[src/rtl/instr_load_ctrl_if.sv]
// Bus between the debug-unit byte stream, the load sequencer and instruction memory.
interface instr_load_ctrl_if #(
    parameter int unsigned ADDR_W = 5
) ();
    logic              start;
    logic [7:0]        rx_data;
    logic              rx_valid;
    logic              wr_instruction;
    logic [31:0]       inst_addr;
    logic [31:0]       data_instruction;
    logic              cpu_hold;
    logic              busy;
    logic              done;
    logic              overflow;
    logic [ADDR_W:0]   word_count;

    // Sequencer side.
    modport slave (
        input  start, rx_data, rx_valid,
        output wr_instruction, inst_addr, data_instruction, cpu_hold, busy, done, overflow,
               word_count
    );

    // Debug-unit / environment side.
    modport master (
        output start, rx_data, rx_valid,
        input  wr_instruction, inst_addr, data_instruction, cpu_hold, busy, done, overflow,
               word_count
    );
endinterface

[src/rtl/instr_load_ctrl.sv]
// Instruction-memory loader: packs 4 big-endian bytes per word and writes words at
// incrementing addresses until a HALT word or the last memory word, stalling the CPU meanwhile.
module instr_load_ctrl #(
    parameter int unsigned DEPTH  = 32,
    parameter int unsigned ADDR_W = 5,
    parameter logic [31:0] HALT   = 32'hFFFF_FFFF
) (
    input logic              clk,
    input logic              rst,
    instr_load_ctrl_if.slave bus
);

    typedef enum logic [1:0] {StIdle, StCollect, StWrite, StDone} state_e;

    localparam logic [ADDR_W-1:0] LastAddr = ADDR_W'(DEPTH - 1);

    state_e            state_q;
    logic [1:0]        byte_idx_q;
    logic [31:0]       shift_q;
    logic [ADDR_W-1:0] addr_q;
    logic [ADDR_W:0]   word_count_q;
    logic [31:0]       data_q;
    logic              wr_q;
    logic              hold_q;
    logic              busy_q;
    logic              done_q;
    logic              overflow_q;

    logic [31:0]       shift_next;

    // Shift register contents once the current byte is appended.
    assign shift_next = {shift_q[23:0], bus.rx_data};

    // Load sequencer; every output is a register so memory sees settled values on its negedge.
    always_ff @(posedge clk) begin
        if (rst) begin
            state_q      <= StIdle;
            byte_idx_q   <= 2'd0;
            shift_q      <= 32'd0;
            addr_q       <= '0;
            word_count_q <= '0;
            data_q       <= 32'd0;
            wr_q         <= 1'b0;
            hold_q       <= 1'b0;
            busy_q       <= 1'b0;
            done_q       <= 1'b0;
            overflow_q   <= 1'b0;
        end else begin
            unique case (state_q)
                StIdle, StDone: begin
                    // Bytes arriving here are dropped; only start matters.
                    if (bus.start) begin
                        state_q      <= StCollect;
                        byte_idx_q   <= 2'd0;
                        shift_q      <= 32'd0;
                        addr_q       <= '0;
                        word_count_q <= '0;
                        overflow_q   <= 1'b0;
                        done_q       <= 1'b0;
                        busy_q       <= 1'b1;
                        hold_q       <= 1'b1;
                    end
                end
                StCollect: begin
                    if (bus.rx_valid) begin
                        shift_q <= shift_next;
                        if (byte_idx_q == 2'd3) begin
                            byte_idx_q <= 2'd0;
                            data_q     <= shift_next;
                            wr_q       <= 1'b1;
                            state_q    <= StWrite;
                        end else begin
                            byte_idx_q <= byte_idx_q + 2'd1;
                        end
                    end
                end
                StWrite: begin
                    wr_q         <= 1'b0;
                    word_count_q <= word_count_q + (ADDR_W + 1)'(1);
                    if (data_q == HALT || addr_q == LastAddr) begin
                        state_q    <= StDone;
                        done_q     <= 1'b1;
                        busy_q     <= 1'b0;
                        hold_q     <= 1'b0;
                        overflow_q <= (data_q != HALT);
                    end else begin
                        state_q <= StCollect;
                        addr_q  <= addr_q + ADDR_W'(1);
                        // A byte landing during the write cycle starts the next word.
                        if (bus.rx_valid) begin
                            shift_q    <= shift_next;
                            byte_idx_q <= 2'd1;
                        end
                    end
                end
                default: state_q <= StIdle;
            endcase
        end
    end

    assign bus.wr_instruction   = wr_q;
    assign bus.inst_addr        = {{(32 - ADDR_W){1'b0}}, addr_q};
    assign bus.data_instruction = data_q;
    assign bus.cpu_hold         = hold_q;
    assign bus.busy             = busy_q;
    assign bus.done             = done_q;
    assign bus.overflow         = overflow_q;
    assign bus.word_count       = word_count_q;

endmodule

[src/flat_wrapper.sv]
// flat-port wrapper written by rule: the top's interface ports become plain ports
module instr_load_ctrl_flat 
#(
    parameter int unsigned DEPTH  = 32,
    parameter int unsigned ADDR_W = 5,
    parameter logic [31:0] HALT   = 32'hFFFF_FFFF
)
  (clk, rst, bus_start, bus_rx_data, bus_rx_valid, bus_wr_instruction, bus_inst_addr, bus_data_instruction, bus_cpu_hold, bus_busy, bus_done, bus_overflow, bus_word_count);
  instr_load_ctrl_if #(.ADDR_W(ADDR_W)) bus_i ();
  input logic clk;
  input logic rst;
  input wire logic [$bits(bus_i.start)-1:0] bus_start;
  input wire logic [$bits(bus_i.rx_data)-1:0] bus_rx_data;
  input wire logic [$bits(bus_i.rx_valid)-1:0] bus_rx_valid;
  output wire logic [$bits(bus_i.wr_instruction)-1:0] bus_wr_instruction;
  output wire logic [$bits(bus_i.inst_addr)-1:0] bus_inst_addr;
  output wire logic [$bits(bus_i.data_instruction)-1:0] bus_data_instruction;
  output wire logic [$bits(bus_i.cpu_hold)-1:0] bus_cpu_hold;
  output wire logic [$bits(bus_i.busy)-1:0] bus_busy;
  output wire logic [$bits(bus_i.done)-1:0] bus_done;
  output wire logic [$bits(bus_i.overflow)-1:0] bus_overflow;
  output wire logic [$bits(bus_i.word_count)-1:0] bus_word_count;
  assign bus_i.start = bus_start;
  assign bus_i.rx_data = bus_rx_data;
  assign bus_i.rx_valid = bus_rx_valid;
  assign bus_wr_instruction = bus_i.wr_instruction;
  assign bus_inst_addr = bus_i.inst_addr;
  assign bus_data_instruction = bus_i.data_instruction;
  assign bus_cpu_hold = bus_i.cpu_hold;
  assign bus_busy = bus_i.busy;
  assign bus_done = bus_i.done;
  assign bus_overflow = bus_i.overflow;
  assign bus_word_count = bus_i.word_count;
  instr_load_ctrl #(.DEPTH(DEPTH), .ADDR_W(ADDR_W), .HALT(HALT)) u_core (.clk(clk), .rst(rst), .bus(bus_i));
endmodule
[config.mk]
export PLATFORM = sky130hd
export DESIGN_NAME = instr_load_ctrl_flat
export DESIGN_NICKNAME = d
export VERILOG_FILES = /design/src/rtl/instr_load_ctrl_if.sv /design/src/rtl/instr_load_ctrl.sv /design/src/flat_wrapper.sv
export SDC_FILE = /design/constraint.sdc
export NUM_CORES = 1
export LEC_CHECK = 0
export BUFFER_PORTS_ARGS = -buffer_cell sky130_fd_sc_hd__clkbuf_2
export CAP_MARGIN = 5
export CORE_ASPECT_RATIO = 0.5
export CORE_MARGIN = 2
export CORE_UTILIZATION = 30
export CTS_BUF_LIST = sky130_fd_sc_hd__clkbuf_2
export DETAILED_ROUTE_END_ITERATION = 16
export PLACE_DENSITY_LB_ADDON = 0.2
export SLEW_MARGIN = 30
export SYNTH_ARGS = -nofsm -noshare
export SYNTH_HDL_FRONTEND = slang
export SYNTH_SLANG_ARGS = --single-unit
[constraint.sdc]
create_clock -name clk -period 4.4 [get_ports clk]
set_input_delay 0.88 -clock clk [delete_from_list [all_inputs] [get_ports clk]]
set_output_delay 0.88 -clock clk [all_outputs]
set_load 0.05 [all_outputs]
After elaboration in Yosys (flattened, before gate mapping)
Cells that the tools add are included.

cells by class
  add/sub/neg operators = 3
  eq/ne operators = 13
  muxes and demuxes = 31
  reduce and logical (&&, ||, !) cells = 13

operators by type and width
  kind                  count
  $mux 32               3
  $pmux 32 s3           1
  $eq 32x32->1 const B  1
  $ne 32x32->1 const B  1
  $mux 2                9
  $reduce_and 3->1      5
  $pmux 2 s3            2
  $pmux 6 s2            1
  $mux 5                2
  $pmux 5 s2            1
  $ne 2x2->1 const B    4
  $pmux 1 s2            4
  $mux 1                7
  $add 6x1->6 const B   1
  $eq 2x2->1 const B    3
  $mux 6                1
  $add 5x1->5 const B   1
  $eq 5x5->1 const B    1
  $ne 2x1->1 const B    2
  $reduce_and 2->1      2
  $reduce_and 4->1      1
  $reduce_bool 2->1     2
  $add 2x1->2 const B   1
  $eq 2x1->1 const B    1
  other kinds (3)       3

storage, ports and cells
  register bits after elaboration = 83
  bits of input ports = 12
  output and inout port bits = 75
  logic and storage cells = 70

Logic depth before layout (Yosys ltp)
Gate-level depths: netlist of run 1.

  depth in word-level cells = 4
  depth in mapped cells = 10
  depth with buffers taken out = 8

Worst setup path after synthesis of run 1
No wires, ideal clock.

  path kind = register to register
  start = reg u_core.addr_q[0]
  end = reg u_core.addr_q[2]
  setup time = 0.075 ns
  arrival = 2.168 ns
  data required time = 4.325 ns
  path slack = 2.157 ns
  cell stages (with the launch flop) = 8
  path buffers = 1
  period minus slack after synthesis = 2.243 ns
  cell sequence = dfxtp_1 ha_1 and3_1 ha_1 clkbuf_1 or2_0 or4_1 a31oi_1

between the ends
  longest elaborated chain between the ends = 4
  elaborated cells on any way between the ends = 7
  those cells by class = add/sub: 1; eq/ne: 2; mux: 2; reduce/logical: 2

RTL lines
  item                                                 RTL line               RTL
  from (decl)                                          instr_load_ctrl.sv:20  logic [ADDR_W-1:0] addr_q;
  from (signal assigned)                               instr_load_ctrl.sv:88  addr_q <= addr_q + ADDR_W'(1);
  branches (longest 4 deep; another with $add 5x1->5)  --

Parallel ways; which one is timed is not known. The select of a mux whose other input is x is not followed.
A chain may end at the register's enable or synchronous reset.

Worst setup path in the final report of run 1
  start = reg u_core.state_q[0]
  end = reg u_core.addr_q[2]

between the ends
  longest elaborated chain between the ends = 4
  elaborated cells on any way between the ends = 9
  those cells by class = eq/ne: 4; mux: 1; reduce/logical: 4

RTL lines
  item                                                                     RTL line               RTL
  from (decl)                                                              instr_load_ctrl.sv:17  state_e state_q;
  from (signal assigned)                                                   instr_load_ctrl.sv:37  state_q <= StIdle;
  from (signal assigned)                                                   instr_load_ctrl.sv:53  state_q <= StCollect;
  from (signal assigned)                                                   instr_load_ctrl.sv:71  state_q <= StWrite;
  $eq 2x2->1 / $logic_not 2->1 (equally long branches)                     instr_load_ctrl.sv:49  unique case (state_q)
  $reduce_or 2->1                                                          instr_load_ctrl.sv:49
  $ne 2x2->1 (no source line) / $reduce_bool 2->1 (equally long branches)  --
  $reduce_and 3->1 (no source line)                                        --

Parallel ways exist; a longest one is shown, timed or not.

==> impl_metrics.json, run 1 <==
{
  "status": "complete, no violations",
  "total_leakage_power_uw": 0.00141,
  "drt_iter0_drc": 140,
  "ir_worst_vdd_uv": 132,
  "post_cts_buffers": 0,
  "routed_wl_um": 7880,
  "netlist_area_mm2": 0.00335,
  "worst-setup-path-type": "reg2reg",
  "yosysSeqAreaShare_pct": 44.9,
  "drtPass1Iterations": 4,
  "ys_types": 41,
  "async_reset_ff_share_pct": 0,
  "required_ps": 4870,
  "cts_root_buf": "clkbuf_2",
  "final-setup-viol-count": 0,
  "r2r-end": "u_core.addr_q[2]$_SDFFE_PP0P_",
  "slowest_stage": "ha_1",
  "mostFrequentLayoutCell": "nand2_1",
  "first_global_vias": 2520,
  "htreeDepth": 3,
  "routabilityCongestion": 0.717,
  "clock_path_buffers": 2,
  "syn2layout_area_growth_pct": 12.1,
  "slew_headroom_pct": 39.1,
  "cts_resized": 0,
  "critPathLaunch": "u_core.state_q[0]$_SDFFE_PP0P_",
  "crit_end": "u_core.addr_q[2]$_SDFFE_PP0P_",
  "grt_max_degree": 49,
  "ctsHoldBuffers": 0,
  "end_kind": "flop",
  "viasPerCell": 4.63,
  "rrSetupSlack_ps": 1740,
  "layout.nets": 469,
  "grt_pass1_wl_um": 12800,
  "cts_sinks": 75,
  "final.setup.tns_ps": 0,
  "cts_tree": "done",
  "ys_ff_latch": 75,
  "hp-class": "reg2reg",
  "crit_fanout": 34,
  "crit_arrival_ps": 3130,
  "start_kind": "flop",
  "cap_violations": 0,
  "die-width_um": 153,
  "skew_ps": 28.8,
  "critPathMaxStageDelay_ps": 880,
  "period_share_pct": 60.5,
  "synth_ff_type": "dfxtp_1",
  "routedWlPerCell_um": 13.1,
  "min_from": "u_core.shift_q[19]$_SDFFE_PP0P_",
  "io_buffers": 59,
  "hold_violations": 0,
  "clk_pin_slew_ps": 210,
  "vias": 2782,
  "drtAntennaViolNets": 0,
  "final_cell_mix": "76 x nand2_1, 75 x dfxtp_1, 68 x clkbuf_2",
  "fmax_mhz": 376,
  "io_pins": 87,
  "tightest_slew_ps": 913,
  "worstSkewPairLatency_ps": 530,
  "r2r_start": "u_core.state_q[0]$_SDFFE_PP0P_",
  "synth_edf_count": 0,
  "power_density_mw_per_mm2": 326,
  "drive_gt1_share_pct": 18.0,
  "n_antenna_cell": 0,
  "maxSlewViolCount": 0,
  "rsz0062_at_grt": "false",
  "ff2ff_path_depth": 6,
  "fp.dieH_um": 78.7,
  "ys_warn_count": 0,
  "rows": 27,
  "cts_buffers": 9,
  "crit_chain": "inv_1, ha_1, mux2i_1, or2_0, or4_1, a31oi_1",
  "grt_overflow_total": 0,
  "die-area_mm2": 0.0121,
  "drcViolationCount": 0,
  "hpwlAfterDp_um": 5420,
  "grt_usage_pct": 13.4,
  "synth.avg_cell_area_um2": 8.26,
  "synthCells": 405,
  "start_util_pct": 30.6,
  "core_area_mm2": 0.0109,
  "fin_crit_ps": 2660,
  "antenna_found_initial": 0,
  "p_total_uw": 1220
}
worst max-delay path, delay by kind of cell (launching register included):
family                   cells  cell delay, ps
multiplexers                 1             370
AND/OR/NAND/NOR              2             770
adder cells (fa/ha/maj)      1             880
flip-flops                   1             390
buffers and inverters        1              50
AO/OA/AOI/OAI                1             160
per-stage QoR:
stage               utilization (%)  setup WS (ps)  hold WS (ps)  cells  area, um2
CTS                            34.3           1720           469    601       3750
global placement               33.3           1800           447    585       3640
floorplan                         -           2160           432    431       3440
finish                         34.3           1740           471    601       3750
global route                   34.3           1550           487    601       3750
detailed placement             33.3           1760           446    585       3640
where the power goes:
part	switching, uW	internal, uW
logic	114	37.1
registers	5.94	688
clock network	251	129
total	370	854
Yosys cell counts (all sizes together), types with 2 or more instances:
library cell / n / area share (%)
nor2: 12 / 1.3
nand2b: 26 / 4.9
and3: 2 / 0.37
a31oi: 3 / 0.56
nor4: 3 / 0.93
ha: 6 / 2.2
nand3b: 24 / 5.4
a22o: 3 / 0.79
mux2i: 3 / 0.90
dfxtp: 75 / 45
nand2: 76 / 8.5
clkbuf: 20 / 2.2
buf: 34 / 7.3
o211ai: 3 / 0.67
or4: 2 / 0.45
o21ai: 5 / 0.75
xor2: 3 / 0.79
xnor2: 2 / 0.52
a21oi: 67 / 10
inv: 6 / 0.67
nand4: 9 / 1.7
nand3: 6 / 0.90
how the worst min path moves through the flow:
stage	end	slack (ps)	cells past startpoint
floorplan	u_core.bus.data_instruction[24]$_SDFFE_PP0P_	430	2
global placement	u_core.bus.data_instruction[25]$_SDFFE_PP0P_	450	2
detailed placement	u_core.bus.data_instruction[27]$_SDFFE_PP0P_	450	2
CTS	u_core.bus.data_instruction[27]$_SDFFE_PP0P_	470	2
global route	u_core.bus.data_instruction[27]$_SDFFE_PP0P_	490	2
finish	u_core.bus.data_instruction[27]$_SDFFE_PP0P_	470	2
area by class of cell:
type | instances | area, um2
Clock buffer | 9 | 45.0
Clock inverter | 7 | 67.6
Fill cell | 1231 | 7190
Inverter | 6 | 22.5
Multi-Input combinational cell | 296 | 1610
Sequential cell | 75 | 1500
Tap cell | 145 | 181
Timing Repair Buffer | 63 | 325
kinds of logic after synthesis:
kind of cell / after synthesis / share of synthesized area (%)
buffers and inverters: 60 / 10.2
AOI/OAI and AO/OA: 89 / 14.8
DFF: 75 / 44.9
other: 1 / 0.112
xor gates and xnor gates: 5 / 1.31
muxes: 3 / 0.897
adders and majority gates: 6 / 2.24
and+or+nand+nor: 166 / 25.6
flip-flops by register name (all words and copies together) (netlist names):
signal	flops
u_core.bus.wr_instruction	1
u_core.state_q	2
u_core.bus.done	1
u_core.byte_idx_q	2
u_core.shift_q	24
u_core.bus.data_instruction	32
u_core.bus.cpu_hold	1
u_core.bus.overflow	1
u_core.addr_q	5
u_core.bus.word_count	6
routing by layer:
layer	vias to the layer above	GRT usage (%)	part of all wire, %
met5	-	0	0
met4	0	3.85	1.2
met3	9	4.69	4.9
met2	61	20.4	43
met1	1301	17.9	51
li1	1411	-	-
Note: power is estimated with default switching activity, not from simulation.
==> run 2: changes to the inputs <==
- clock period: 4.4 -> 2.2 ns (I/O delays scaled with it)
==> run 2 against run 1 <==
Compared with the run above: maximum frequency is 27% higher; register-to-register slack got worse by 1600 ps; total power grew 120%; routed wire length grew 3.3%; core utilization rose by 2.2 points; sequential power rose by 100%; non-clock buffer count is 15 higher; clock skew is 17 ps higher; design area up 6.3%; sequential share of layout area down 2.3 points; via count grew 3.3%; critical path depth increased by 4; largest power group unchanged.
==> impl_metrics.json, run 2 (synthesized netlist as in run 1, its figures left out) <==
{
  "status": "complete, no violations",
  "die-width_um": 153,
  "clk_pin_slew_ps": 280,
  "grt_usage_pct": 13.3,
  "largest_reg_flops": 32,
  "grt_max_degree": 63,
  "vias": 2874,
  "end_kind": "flop",
  "cap_violations": 0,
  "core_area_mm2": 0.0109,
  "drcViolationCount": 0,
  "crit_arrival_ps": 2590,
  "die-area_mm2": 0.0121,
  "worstSkewPairLatency_ps": 580,
  "maxSlewViolCount": 0,
  "crit_chain": "ha_1, and3_1, ha_1, nand2_1, o211ai_1, a31oi_4, buf_12, clkbuf_16, nand3b_1, a21oi_1",
  "first_global_vias": 2498,
  "slowest_stage": "dfxtp_2",
  "io_pins": 87,
  "final-setup-viol-count": 0,
  "critical-path-top-delay-family": "adder cells",
  "start_kind": "flop",
  "power_density_mw_per_mm2": 663,
  "crit_top_cell": "ha_1",
  "grt_pass1_wl_um": 12800,
  "rows": 27,
  "io_buffers": 59,
  "hp-class": "in2reg",
  "cts_root_buf": "clkbuf_2",
  "htreeDepth": 3,
  "drt_iter0_drc": 143,
  "n_antenna_cell": 0,
  "crit_buf_inv": 2,
  "final_cell_mix": "76 x nand2_1, 73 x dfxtp_1, 68 x clkbuf_2",
  "routedWlPerCell_um": 13.2,
  "clock_path_buffers": 2,
  "hpwlAfterDp_um": 5250,
  "fin_crit_ps": 2100,
  "drtPass1Iterations": 4,
  "drtAntennaViolNets": 0,
  "crit_fanout": 12,
  "start_util_pct": 30.6,
  "grt_overflow_total": 0,
  "fmax_mhz": 475,
  "fin_ws_ps": 96.9,
  "layout.nets": 484,
  "final.setup.tns_ps": 0,
  "syn2layout_area_growth_pct": 19.2,
  "required_ps": 2690,
  "period_share_pct": 95.6,
  "critPathMaxStageDelay_ps": 400,
  "routabilityCongestion": 0.744,
  "skew_ps": 45.4,
  "worst-setup-path-type": "reg2reg",
  "cts_buffers": 9,
  "fp.dieH_um": 78.7,
  "antenna_found_initial": 0,
  "mostFrequentLayoutCell": "nand2_1",
  "cts_sinks": 75,
  "hold_violations": 0,
  "drive_gt1_share_pct": 21.0,
  "cts_tree": "done",
  "pre_cts_slack_ps": 215,
  "postLayoutCoreUtil_pct": 36.4,
  "viasPerCell": 4.67,
  "nFillCells": 1165,
  "total_leakage_power_uw": 0.00153,
  "routed_wl_um": 8140,
  "ir_worst_vdd_uv": 299
}
run 2: final timing paths:
| check | from | to | slack, ps | depth (start not counted) |
|---|---|---|---|---|
| max | u_core.addr_q[0]$_SDFFE_PP0P_ | u_core.shift_q[0]$_SDFFE_PP0P_ | 100 | 10 |
| min | bus_rx_data[4] | u_core.bus.data_instruction[4]$_SDFFE_PP0P_ | 70 | 3 |
| max reg2reg | u_core.addr_q[0]$_SDFFE_PP0P_ | u_core.shift_q[0]$_SDFFE_PP0P_ | 100 | 10 |
| min reg2reg | u_core.shift_q[3]$_SDFFE_PP0P_ | u_core.bus.data_instruction[11]$_SDFFE_PP0P_ | 460 | 2 |
run 2: report_power, final:
group          internal [uW]  switching, uW  leakage [uW]
logic                    126            248      0.000839
clock network            298            583     0.0000826
registers               1380           11.8      0.000606
run 2: cell type report:
type / instances / area (um2) / area share, %
Clock inverter: 7 / 92.6 / 2.32
Tap cell: 145 / 181 / 4.55
Sequential cell: 75 / 1500 / 37.7
Inverter: 6 / 22.5 / 0.565
Multi-Input combinational cell: 296 / 1620 / 40.7
Clock buffer: 9 / 45.0 / 1.13
Timing Repair Buffer: 78 / 519 / 13.0
run 2: layer usage:
metal  share of wire (%)  GRT usage, %
met1                  51          18.2
met2                  44          20.1
met3                 4.2          4.20
met4                 1.2          3.85
met5                   0             0
run 2: timing repair:
action / 4_1_cts / 5_1_grt
setup buffers: 0 / 1
endpoints found under the setup margin: 0 / 4
resized for setup: 0 / 2
hold buffers: 0 / 2
endpoints found under the hold margin: 0 / 2
run 2: worst reg2reg max path: cells and delay by family, from the launching register on:
kind                     cells  cell delay [ps]
adder cells (fa/ha/maj)      2              490
AO/OA/AOI/OAI                3              470
flip-flops                   1              400
AND/OR/NAND/NOR              3              380
buffers and inverters        2              310
run 2: per-stage QoR:
| step | hold slack, ps | std cells | power [uW] | area [um2] |
|---|---|---|---|---|
| final | 70.7 | 616 | 2640 | 3990 |
| after global routing | 1.70 | 616 | 2770 | 3990 |
| after CTS | 0.795 | 610 | 2640 | 3870 |
| after detailed placement | 454 | 594 | 1740 | 3730 |
| after global placement | 453 | 594 | 1740 | 3730 |
| after floorplan | 432 | 431 | 1710 | 3450 |
